[config.mk]
export PLATFORM = sky130hd
export DESIGN_NAME = proc_io_host
export DESIGN_NICKNAME = d
export VERILOG_FILES = /design/src/rtl/proc_io_pkg.sv /design/src/rtl/sync_fifo.sv /design/src/rtl/proc_io_host.sv
export SDC_FILE = /design/constraint.sdc
export NUM_CORES = 1
export LEC_CHECK = 0
export CORE_ASPECT_RATIO = 0.5
export CORE_UTILIZATION = 54
export CTS_CLUSTER_DIAMETER = 80
export DETAILED_ROUTE_END_ITERATION = 8
export GPL_ROUTABILITY_DRIVEN = 0
export MAX_ROUTING_LAYER = met4
export PLACE_DENSITY = 0.76
export SYNTH_ARGS = -nofsm -noshare
export SYNTH_HDL_FRONTEND = slang
export SYNTH_SLANG_ARGS = --single-unit
export TNS_END_PERCENT = 1
[constraint.sdc]
create_clock -name clk -period 3.9 [get_ports clk]
set_input_delay 0.78 -clock clk [delete_from_list [all_inputs] [get_ports clk]]
set_output_delay 0.78 -clock clk [all_outputs]
set_load 0.05 [all_outputs]
[src/rtl/proc_io_pkg.sv]
// Shared widths, the clog2 helper and the output-entry type for the processor I/O host.
package proc_io_pkg;

    // Ceiling log2. Returns 0 for values of 1 or less.
    function automatic int clog2(input int value);
        int result;
        int remaining;
        result    = 0;
        remaining = value - 1;
        while (remaining > 0) begin
            result++;
            remaining = remaining >> 1;
        end
        return result;
    endfunction

    localparam int DEFAULT_NBIN   = 19;
    localparam int DEFAULT_NBOUT  = 28;
    localparam int DEFAULT_NUIOIN = 4;
    localparam int DEFAULT_NUIOOU = 4;
    localparam int DEFAULT_IDEPTH = 4;
    localparam int DEFAULT_ODEPTH = 8;

    localparam int CHAN_W = clog2(DEFAULT_NUIOOU);

    // One captured processor write: the channel it came from and its data.
    typedef struct packed {
        logic [CHAN_W-1:0]              chan;
        logic signed [DEFAULT_NBOUT-1:0] data;
    } out_entry_t;

endpackage

[src/rtl/sync_fifo.sv]
// Show-ahead synchronous FIFO with full/empty flags and async active-low reset.
module sync_fifo
    import proc_io_pkg::*;
#(
    parameter int WIDTH = 8,
    parameter int DEPTH = 4
) (
    input  logic             clk,
    input  logic             rst,
    input  logic             wr_en,
    input  logic [WIDTH-1:0] wr_data,
    input  logic             rd_en,
    output logic [WIDTH-1:0] rd_data,
    output logic             full,
    output logic             empty
);

    localparam int AW = clog2(DEPTH);

    logic [AW:0]      wr_ptr;
    logic [AW:0]      rd_ptr;
    logic [WIDTH-1:0] mem [DEPTH];
    logic             wr_ok;
    logic             rd_ok;

    // The extra pointer MSB tells a full FIFO apart from an empty one.
    assign empty = (wr_ptr == rd_ptr);
    assign full  = (wr_ptr[AW] != rd_ptr[AW]) && (wr_ptr[AW-1:0] == rd_ptr[AW-1:0]);

    // A write into a full FIFO is only legal when the head leaves in the same cycle.
    assign wr_ok = wr_en && (!full || rd_en);
    assign rd_ok = rd_en && !empty;

    // The head reads as zero while empty so nothing stale leaks out after reset.
    assign rd_data = empty ? '0 : mem[rd_ptr[AW-1:0]];

    // Pointer update; reset discards all entries by collapsing both pointers.
    always_ff @(posedge clk or negedge rst) begin
        if (!rst) begin
            wr_ptr <= '0;
            rd_ptr <= '0;
        end else begin
            if (wr_ok) wr_ptr <= wr_ptr + (AW+1)'(1);
            if (rd_ok) rd_ptr <= rd_ptr + (AW+1)'(1);
        end
    end

    // Storage array; contents are don't-care while the slot is not between the pointers.
    always_ff @(posedge clk) begin
        if (wr_ok) mem[wr_ptr[AW-1:0]] <= wr_data;
    end

endmodule

[src/rtl/proc_io_host.sv]
// Host side of the processor I/O port: per-channel input FIFOs, strobe decode and output capture FIFO.
module proc_io_host
    import proc_io_pkg::*;
#(
    parameter int NBIN   = DEFAULT_NBIN,
    parameter int NBOUT  = DEFAULT_NBOUT,
    parameter int NUIOIN = DEFAULT_NUIOIN,
    parameter int NUIOOU = DEFAULT_NUIOOU,
    parameter int IDEPTH = DEFAULT_IDEPTH,
    parameter int ODEPTH = DEFAULT_ODEPTH,
    localparam int IW    = clog2(NUIOIN),
    localparam int OW    = clog2(NUIOOU)
) (
    input  logic                    clk,
    input  logic                    rst,
    input  logic                    s_valid,
    output logic                    s_ready,
    input  logic [IW-1:0]           s_chan,
    input  logic signed [NBIN-1:0]  s_data,
    input  logic [NUIOIN-1:0]       req_in,
    output logic signed [NBIN-1:0]  io_in,
    input  logic [NUIOOU-1:0]       out_en,
    input  logic signed [NBOUT-1:0] io_out,
    output logic                    m_valid,
    input  logic                    m_ready,
    output logic [OW-1:0]           m_chan,
    output logic signed [NBOUT-1:0] m_data,
    output logic                    underrun,
    output logic                    overflow,
    output logic                    proto_err
);

    logic [NUIOIN-1:0] in_full;
    logic [NUIOIN-1:0] in_empty;
    logic [NUIOIN-1:0] in_push;
    logic [NUIOIN-1:0] in_pop;
    logic [NBIN-1:0]   in_head [NUIOIN];

    logic              req_any;
    logic              req_multi;
    logic [IW-1:0]     req_idx;
    logic              cap_any;
    logic              cap_multi;
    logic [OW-1:0]     cap_idx;

    logic              o_full;
    logic              o_empty;
    logic              o_pop;
    logic              o_wr;
    logic [OW+NBOUT-1:0] o_rd_data;

    // Read strobe decode: the lowest set bit wins, more than one set bit is a protocol error.
    always_comb begin
        req_any   = |req_in;
        req_multi = (req_in & (req_in - NUIOIN'(1))) != '0;
        req_idx   = '0;
        for (int i = NUIOIN - 1; i >= 0; i--) begin
            if (req_in[i]) req_idx = IW'(i);
        end
    end

    // Write strobe decode with the same lowest-index priority.
    always_comb begin
        cap_any   = |out_en;
        cap_multi = (out_en & (out_en - NUIOOU'(1))) != '0;
        cap_idx   = '0;
        for (int i = NUIOOU - 1; i >= 0; i--) begin
            if (out_en[i]) cap_idx = OW'(i);
        end
    end

    // Upstream readiness follows the addressed channel only; a same-cycle pop does not count.
    always_comb begin
        s_ready = 1'b1;
        for (int i = 0; i < NUIOIN; i++) begin
            if (s_chan == IW'(i)) s_ready = !in_full[i];
        end
    end

    genvar g;
    generate
        for (g = 0; g < NUIOIN; g++) begin : g_in
            assign in_push[g] = s_valid && s_ready && (s_chan == IW'(g));
            assign in_pop[g]  = req_any && (req_idx == IW'(g)) && !in_empty[g];

            sync_fifo #(
                .WIDTH(NBIN),
                .DEPTH(IDEPTH)
            ) u_in_fifo (
                .clk    (clk),
                .rst    (rst),
                .wr_en  (in_push[g]),
                .wr_data(s_data),
                .rd_en  (in_pop[g]),
                .rd_data(in_head[g]),
                .full   (in_full[g]),
                .empty  (in_empty[g])
            );
        end
    endgenerate

    // An empty channel's head already reads as zero, so no extra gating is needed here.
    assign io_in = req_any ? in_head[req_idx] : '0;

    assign m_valid = !o_empty;
    assign o_pop   = m_valid && m_ready;
    assign o_wr    = cap_any && (!o_full || o_pop);

    sync_fifo #(
        .WIDTH(OW + NBOUT),
        .DEPTH(ODEPTH)
    ) u_out_fifo (
        .clk    (clk),
        .rst    (rst),
        .wr_en  (o_wr),
        .wr_data({cap_idx, io_out}),
        .rd_en  (o_pop),
        .rd_data(o_rd_data),
        .full   (o_full),
        .empty  (o_empty)
    );

    assign {m_chan, m_data} = o_rd_data;

    // Sticky error flags, cleared only by reset.
    always_ff @(posedge clk or negedge rst) begin
        if (!rst) begin
            underrun  <= 1'b0;
            overflow  <= 1'b0;
            proto_err <= 1'b0;
        end else begin
            if (req_any && in_empty[req_idx]) underrun <= 1'b1;
            if (cap_any && o_full && !o_pop)  overflow <= 1'b1;
            if (req_multi || cap_multi)       proto_err <= 1'b1;
        end
    end

endmodule

======== Yosys cells after proc, flatten, opt, wreduce, memory -nomap -nowiden ========
Memories as Yosys holds them, arrays and structs flattened.
Cells that the tools add are included.
operators by class
  add/subtract/negate cells ............... 12
  magnitude comparators ................... 2
  eq/ne operators ......................... 21
  muxes and demuxes ....................... 33
  bitwise logic cells ..................... 3
  reduce and logical (&&, ||, !) cells .... 56
operator list
  operator             number
  $mux 19              7
  $bmux 19 s2          1
  $logic_and 1x1->1    33
  $mux 30              1
  $add 3x1->3 const B  8
  $mux 2               8
  $eq 3x3->1           5
  $mux 1               15
  $logic_not 1->1      11
  $add 4x1->4 const B  2
  $and 4x4->4          2
  $eq 2x2->1           4
  $eq 2x2->1 const B   4
  $reduce_bool 4->1    2
  $reduce_or 4->1      2
  $sub 4x1->4 const B  2
  $logic_or 1x1->1     6
  $ne 1x1->1           5
  $eq 2x1->1 const B   2
  $eq 4x4->1           1
  $logic_not 2->1      2
  $ge 3x3->1 const B   1
  $lt 2x3->1 const B   1
  $not 2->3            1
  $bmux 1 s2           1
storage, ports and cells
  register bits after elaboration ......... 35
  RAM bits ................................ 544
  bits of input ports ..................... 61
  output and inout bits ................... 54
  word-level logic and storage cells ...... 145
  memories ................................ 5
memory list
  name                   depth  width  read ports  clocked after memory_dff  write ports  line             text
  u_out_fifo.mem         8      30     1           0                         1            sync_fifo.sv:22  logic [WIDTH-1:0] mem [DEPTH];
  g_in[0].u_in_fifo.mem  4      19     1           0                         1            sync_fifo.sv:22
  g_in[1].u_in_fifo.mem  4      19     1           0                         1            sync_fifo.sv:22
  g_in[2].u_in_fifo.mem  4      19     1           0                         1            sync_fifo.sv:22
  g_in[3].u_in_fifo.mem  4      19     1           0                         1            sync_fifo.sv:22

======== Logic depth before layout (Yosys ltp) ========
Gate-level depths: netlist of run 1.
  depth in word-level cells ............... 12
  depth in mapped cells ................... 6
  mapped depth without buffers ............ 5

======== Cells and area by module ========
From an unflattened synthesis of run 1, not the netlist that was laid out.
second synthesis, totals
  cell total of the unflattened synthesis .. 1255
  area, all modules ....................... 24616.1 sq um
modules (own cells, without submodules)
  module                              times used  cells each  area an instance (sq um)  seq. area each (sq um)
  sync_fifo at g_in[0].u_in_fifo ...  4           155         3283.1                    2432.3
  sync_fifo at u_out_fifo             1           438         9641.7                    7407.1
  proc_io_host                        1           197         1841.8                    75.1

======== Worst setup path after synthesis of run 1 ========
Ideal clock, no wire load.
  kind .................................... input to register
  from .................................... in out_en[2]
  to ...................................... mem u_out_fifo.mem[2][0] (netlist name) (enable)
  library setup time ...................... 0.461 ns
  data arrival time ....................... 3.509 ns
  required time ........................... 3.439 ns
  slack ................................... -0.070 ns
  stages on the path ...................... 5
  buffers on the path ..................... 0
  path through ............................ or3_1 nor2_1 a21oi_4 nand2b_1 nor3b_1
on the way
  longest elaborated chain between the ends .. 5
ends and longest elaborated chain
  item                          line                 text
  from (decl)                   proc_io_host.sv:22   input logic [NUIOOU-1:0] out_en,
  $reduce_or 4->1               proc_io_host.sv:64   cap_any = |out_en;
  $logic_and 1x1->1             proc_io_host.sv:107  assign o_wr = cap_any && (!o_full || o_pop);
  $logic_and 1x1->1             sync_fifo.sv:31      assign wr_ok = wr_en && (!full || rd_en);
  $mux 1                        sync_fifo.sv:50      if (wr_ok) mem[wr_ptr[AW-1:0]] <= wr_data;
  $mux 1 (not written as such)  sync_fifo.sv:50
  to (decl)                     sync_fifo.sv:22
Every way passes these cells.

======== Final worst setup path of run 1 ========
  from .................................... in req_in[3]
  to ...................................... out io_in[10]
on the way
  longest elaborated chain between the ends .. 9
  elaborated cells on any way between the ends .. 10
ends and longest elaborated chain
  item                                         line                 text
  from (decl)                                  proc_io_host.sv:20   input logic [NUIOIN-1:0] req_in,
  $mux 2 (4 in series)                         proc_io_host.sv:58   if (req_in[i]) req_idx = IW'(i);
  $not 2->3 (not written as such)              proc_io_host.sv:103  assign io_in = req_any ? in_head[req_idx] : '0;
  $bmux 19 s2                                  proc_io_host.sv:103
  $mux 19 (not written as such) (2 in series)  proc_io_host.sv:103
  $mux 19 *                                    proc_io_host.sv:103
  to (decl)                                    proc_io_host.sv:21   output logic signed [NBIN-1:0] io_in,
Every way passes the cells marked *; elsewhere a longest branch is shown, timed or not. The select of a mux whose other input is x is not followed.

==> results of run 1 <==
## metrics by stage
stage	total power [mW]	cell area [sq um]	cells	setup slack (ps)
5_1_grt	23.09	26940	1871	1.230
6_report	22.21	26940	1871	105.4
3_5_place_dp	17.29	25250	1779	141.2
3_3_place_gp	17.06	25250	1779	188.4
2_1_floorplan	14.15	22850	1081	-69.97
4_1_cts	22.40	26930	1870	78.59
## routing by layer
| metal | part of all wire (%) | GRT usage [%] | vias to the layer above | wire length (um) |
|---|---|---|---|---|
| li1 | - | - | 4809 | - |
| met1 | 40 | 31.01 | 5922 | 19440 |
| met2 | 51 | 39.24 | 411 | 24690 |
| met3 | 6.1 | 3.804 | 82 | 2949 |
| met4 | 2.2 | 6.073 | 0 | 1073 |
| met5 | 0 | - | - | 0 |
## cell families (layout without fill, tap and decap cells)
| logic type | after synthesis | after routing | synth area share [%] |
|---|---|---|---|
| simple gates | 147 | 147 | 3.548 |
| buf+inv | 65 | 287 | 1.298 |
| fa+ha+maj | 23 | 23 | 1.248 |
| compound gates | 54 | 54 | 1.747 |
| xor+xnor | 39 | 39 | 1.594 |
| flops | 579 | 579 | 75.33 |
| mux | 174 | 174 | 15.24 |
| other cells | 0 | 1 | 0 |
## power breakdown
part	internal [mW]	switching [mW]
Combinational	3.65	5.04
Clock	2.97	2.15
Sequential	7.93	0.468
## layout by cell type (no fill, tap or decap), types with 3 or more instances in the layout
cell type,synthesis,routed
buf_4,1,69
mux2i_1,31,31
xor2_1,15,15
o21ai_0,5,5
or3_1,4,4
mux4_1,5,5
nor3_2,2,5
xor2_2,3,3
dfrtp_1,35,32
a311oi_1,18,18
nor3b_1,16,12
buf_12,0,22
o22ai_1,19,19
xnor2_1,21,21
clkinv_1,0,7
clkinv_2,0,8
nand3_1,5,5
and2_1,14,14
clkdlybuf4s50_1,0,92
mux4_2,132,132
nor3b_2,1,5
mux2_2,3,3
edfxtp_1,544,544
mux2_1,3,3
bufinv_16,0,8
nand3b_1,3,3
clkbuf_1,22,12
nor3_1,17,14
nand2_1,26,26
ha_1,22,22
inv_1,11,11
nor2_1,42,41
clkbuf_16,0,51
## Yosys cell counts (3+ instances only)
cell type	n
nand3_1	5
nor3_1	17
nor2_1	42
buf_2	27
mux4_1	5
xor2_1	15
a311oi_1	18
ha_1	22
nand2_1	26
xor2_2	3
o21ai_0	5
mux4_2	132
xnor2_1	21
o22ai_1	19
edfxtp_1	544
inv_1	11
mux2i_1	31
mux2_1	3
mux2_2	3
or3_1	4
and2_1	14
dfrtp_1	35
nor3b_1	16
clkbuf_1	22
nand3b_1	3
## registers in the layout (all words and copies together) (netlist names)
register	count
overflow	1
u_out_fifo.rd_ptr	4
u_out_fifo.mem	240
u_out_fifo.wr_ptr	4
g_in.u_in_fifo.mem	304
g_in.u_in_fifo.wr_ptr	12
g_in.u_in_fifo.rd_ptr	12
underrun	1
proto_err	1
## worst max-delay path by stage
stage	startpoint	end	cells after the start
5_1_grt	u_out_fifo.rd_ptr[0]	m_data[21]	5
4_1_cts	u_out_fifo.rd_ptr[0]	m_data[2]	5
3_5_place_dp	req_in[3]	io_in[17]	7
6_report	req_in[3]	io_in[10]	8
2_1_floorplan	out_en[2]	u_out_fifo.mem[2][0]	5
3_3_place_gp	req_in[3]	io_in[17]	7
## area by class of cell
class / instances / area share (%)
clock buffers: 65 / 5.007
clock inverters: 26 / 1.226
diodes: 1 / 0.009290
flip-flops and latches: 579 / 63.92
multi-input cells: 437 / 20.01
repair buffers: 185 / 7.042
well taps: 567 / 2.634
inverters: 11 / 0.1533
==> metrics, run 1 <==
run status completed; post-CTS resize count 0; area of the multi-input gates 0.005390 sq mm; flop and latch count out of synthesis 579; Slowest cell on crit path clkdlybuf4s50_1; CTS clock-pin slew for the worst setup and hold paths 70 ps; Yosys top cell area share 71.49%; Tmin final 3795 ps; vias in the first global route 11,840; Cell variety after synth 53; largest net degree at the start of global routing 36; Worst-Margin Slew 989.1 ps; P_leak 8.949 nW; Syn-to-layout area delta 17.89%; Seq/Total Area, Yosys 75.33%; die footprint 0.04319 sq mm; clock skew 37.77 ps; worst r2r path cells 6; H-Tree Depth 2; top_reg_cell synth edfxtp_1; CP Class input port to output port; Final Cycle Share 97.30%; 1st-iter DRT viols 1,108; first-pass GRT wire length 72.66 mm; Synth warnings 0; Chip Height 147.5 um; crit path max fanout 25; I/O pins 115; CP top delay family buffers and inverters; post-CTS setup buffer count 0; filler cell count in the final layout 2,623; WP data arrival 3010 ps; Syn Inst Count 1,081; GRT Total Usage 23.65%; CTS buffer count 49; drt drc 0; per-cell routed wire length 25.74 um; peak per-stage delay on the critical path 570 ps; Setup TNS Final 0 ps; hold_buf cts 0; clk_lat worst skew 580 ps; first-pass detailed-route iteration total 5; Avg Cell Area, Syn 21.14 sq um; max_cap viols 0; port bufs 114; FP Rows 52; max-slew violation count 0; EDFF count, synth 544; slew margin rel. 34.06%; # nets final 1,346; initial core utilization 55.66%; via count 11,220; clock tree sinks 579; routed vias/inst 5.999; storage element area 0.01722 sq mm; cell area after synthesis 0.02285 sq mm; Worst Hold Slack 372.0 ps; share of layout cells above drive strength 1 25.02%; post-route ant nets 0; Req. time, crit path 3120 ps; CTS tree yes; Peak supply drop 0.5524 mV; worst path bufs/invs 3; post-layout util 65.61%; highest clock rate 263.5 MHz; # setup viols final 0; FF-to-FF setup slack 1440 ps; Root Driver clkbuf_16; HP Class input port to async pin; final WL 48.16 mm; dpl hpwl 29.43 mm; syn_nets 1,164; Core Region 0.04105 sq mm; total gr overflow 0; pwr dens 824.4 mW/mm^2; CTS max path bufs 3; CP Launch Type input port; cells along the critical path clkdlybuf4s50_1 -> nor2b_2 -> o21bai_2 -> buf_4 -> nor3b_1 -> a311oi_1 -> nor3_1 -> buf_12; RSZ-0062 raised after global routing false; FFs w/ async S/R, synth 6.045%; Crit. End Element output port; r2r startpoint g_in[3].u_in_fifo.rd_ptr[0]; initial antenna violation count 1; post-synth top area cell edfxtp_1; Fin. Hold Viols 0; Reg-to-Reg End g_in[3].u_in_fifo.mem[0][18]; Die X 292.9 um; top cells by area, synth edfxtp_1 (71%), mux4_2 (13%), dfrtp_1 (3.8%), mux2i_1 (1.4%), ha_1 (1.2%)
No activity file was read; power rests on OpenSTA's default activity.
==> run 2: changes to the inputs <==
--- a/config.mk
+++ b/config.mk
@@ -12,6 +12,7 @@
 export GPL_ROUTABILITY_DRIVEN = 0
 export MAX_ROUTING_LAYER = met4
 export PLACE_DENSITY = 0.76
+export REMOVE_ABC_BUFFERS = 1
 export SYNTH_ARGS = -nofsm -noshare
 export SYNTH_HDL_FRONTEND = slang
 export SYNTH_SLANG_ARGS = --single-unit
==> run 2 against run 1 <==
  * Setup slack worse by 4.8 ps
  * Via count is 0.81% lower
  * Count of clock-buffer cells in the layout stayed put
  * Worst hold slack worse by 61 ps
  * First-iteration DRC count is 5.0% lower
  * Sequential share of layout area is 0.74 points higher
  * Maximum frequency is 0.13% lower
  * Clock skew is 15 ps lower
  * Total power is 2.2% lower
  * Cell area is 1.1% lower
  * Largest cell class unchanged
==> metrics, run 2 (synthesis gave the netlist of run 1 again) <==
run status completed; clk_lat worst skew 590 ps (about the same); first-pass GRT wire length 71.86 mm (-1.1%); 1st-iter DRT viols 1,053 (-5.0%); clock skew 22.92 ps (-14.85 ps); CTS max path bufs 3 (unchanged); pwr dens 815.3 mW/mm^2 (-1.1%); Crit. End Element output port; Final Cycle Share 97.42% (+0.12 points); HP Class input port to async pin; dpl hpwl 26.25 mm (-11%); filler cell count in the final layout 2,641 (+0.69%); clock tree sinks 579 (unchanged); Worst Hold Slack 311.0 ps (-61.04 ps); max_cap viols 0 (unchanged); max-slew violation count 0 (unchanged); max FFs per register 304 (unchanged); Root Driver clkbuf_16; routed vias/inst 6.018 (+0.32%); initial core utilization 55.66% (unchanged); Fin. Hold Viols 0 (unchanged); CP Launch Type input port; Syn-to-layout area delta 16.54%; first-pass detailed-route iteration total 5 (unchanged); post-route ant nets 0 (unchanged); # nets final 1,326 (-1.5%); largest net degree at the start of global routing 64 (+78%); Peak supply drop 0.6196 mV (+12%); crit path max fanout 7 (-72%); # setup viols final 0 (unchanged); Req. time, crit path 3120 ps (about the same); vias in the first global route 11,790 (-0.40%); post-layout util 64.86% (-0.75 points); placed instance area 0.02507 sq mm (-0.72%); commonest non-fill, non-tap cells in the layout edfxtp_1 (544), mux4_2 (132), clkdlybuf4s50_1 (70); hold_buf cts 0 (unchanged); Core Region 0.04105 sq mm (unchanged); slew margin rel. 43.18% (+9.1 points); per-cell routed wire length 25.74 um (about the same); commonest non-fill, non-tap cell in the layout edfxtp_1; Setup TNS Final 0 ps (unchanged); I/O pins 115 (unchanged); initial antenna violation count 3 (+2); FP Rows 52 (unchanged); CTS buffer count 49 (unchanged); RSZ-0062 raised after global routing false; share of layout cells above drive strength 1 24.53% (-0.49 points); port bufs 114 (unchanged); Worst-Margin Slew 852.3 ps (-136.8 ps); final WL 47.62 mm (-1.1%); CTS clock-pin slew for the worst setup and hold paths 60 ps (about the same); post-CTS setup buffer count 0 (unchanged); WP data arrival 3020 ps (about the same); Chip Height 147.5 um (unchanged); P_leak 8.838 nW (-1.2%); post-CTS resize count 2 (+2); H-Tree Depth 2 (unchanged); CP Class input port to output port; total gr overflow 0 (unchanged); via count 11,130 (-0.81%); highest clock rate 263.2 MHz (-0.13%); CTS tree yes; Final Cell Area 0.02663 sq mm (-1.1%); Die X 292.9 um (unchanged); drt drc 0 (unchanged); die footprint 0.04319 sq mm (unchanged); GRT Total Usage 23.46% (-0.19 points); Tmin final 3799 ps (+4.759 ps)
==> run 2: cell count changes in the layout (fill, tap and decap cells not counted), sizes merged <==
cell	before	now
clkinvlp	2	0
clkdlybuf4s50	92	70
clkinv	15	18
buf	92	90
dlygate4sd2	0	1
diode	1	3
bufinv	8	4
dlymetal6s2s	1	4
==> run 2: per-stage QoR <==
step	total power, mW	cells	worst slack, ps
3_5_place_dp	17.10	1759	189.6
5_1_grt	22.55	1850	1.702
6_report	21.71	1850	100.7
3_3_place_gp	16.89	1759	246.6
2_1_floorplan	14.06	1027	-2021
4_1_cts	21.88	1847	70.97
==> run 2: per-layer routing <==
layer	track usage, %	wire length (um)	up-vias
li1	-	-	4778
met1	30.51	19170	5880
met2	38.36	24150	415
met3	4.856	3461	60
met4	5.969	842	0
met5	-	0	-
==> run 2: layout make-up <==
cell class,instances,area (sq um),share of cell area [%]
Clock buffer,65,1308,4.910
Timing Repair Buffer,165,1728,6.489
Antenna cell,3,7.507,0.02819
Inverter,11,41.29,0.1551
Multi-Input combinational cell,437,5385,20.22
Tap cell,567,709.4,2.664
Clock inverter,23,232.7,0.8739
Sequential cell,579,17220,64.66
==> run 2: critical path, cell delays in order <==
cell             delay (ps)
clkdlybuf4s50_1         520
or2_2                   380
nor2_2                  190
o21bai_1                280
a311oi_1                520
buf_4                   210
buf_12                  130
==> run 2: path summary, 6_finish.rpt <==
check,start,cells past startpoint,end,slack [ps]
hold reg to reg,proto_err,1,proto_err,470
min in group clk,proto_err,1,proto_err,470
setup reg to reg,u_out_fifo.wr_ptr[2],6,u_out_fifo.mem[2][18],1360
max in group asynchronous,rst,1,u_out_fifo.rd_ptr[0],2960
setup / recovery,req_in[0],7,io_in[11],100
hold / removal,rst,1,u_out_fifo.rd_ptr[2],310
==> run 2: report_power, final <==
part	switching (mW)	total [mW]	internal, mW
registers	0.398	8.34	7.94
clock network	2.13	4.77	2.63
logic	5.13	8.60	3.48
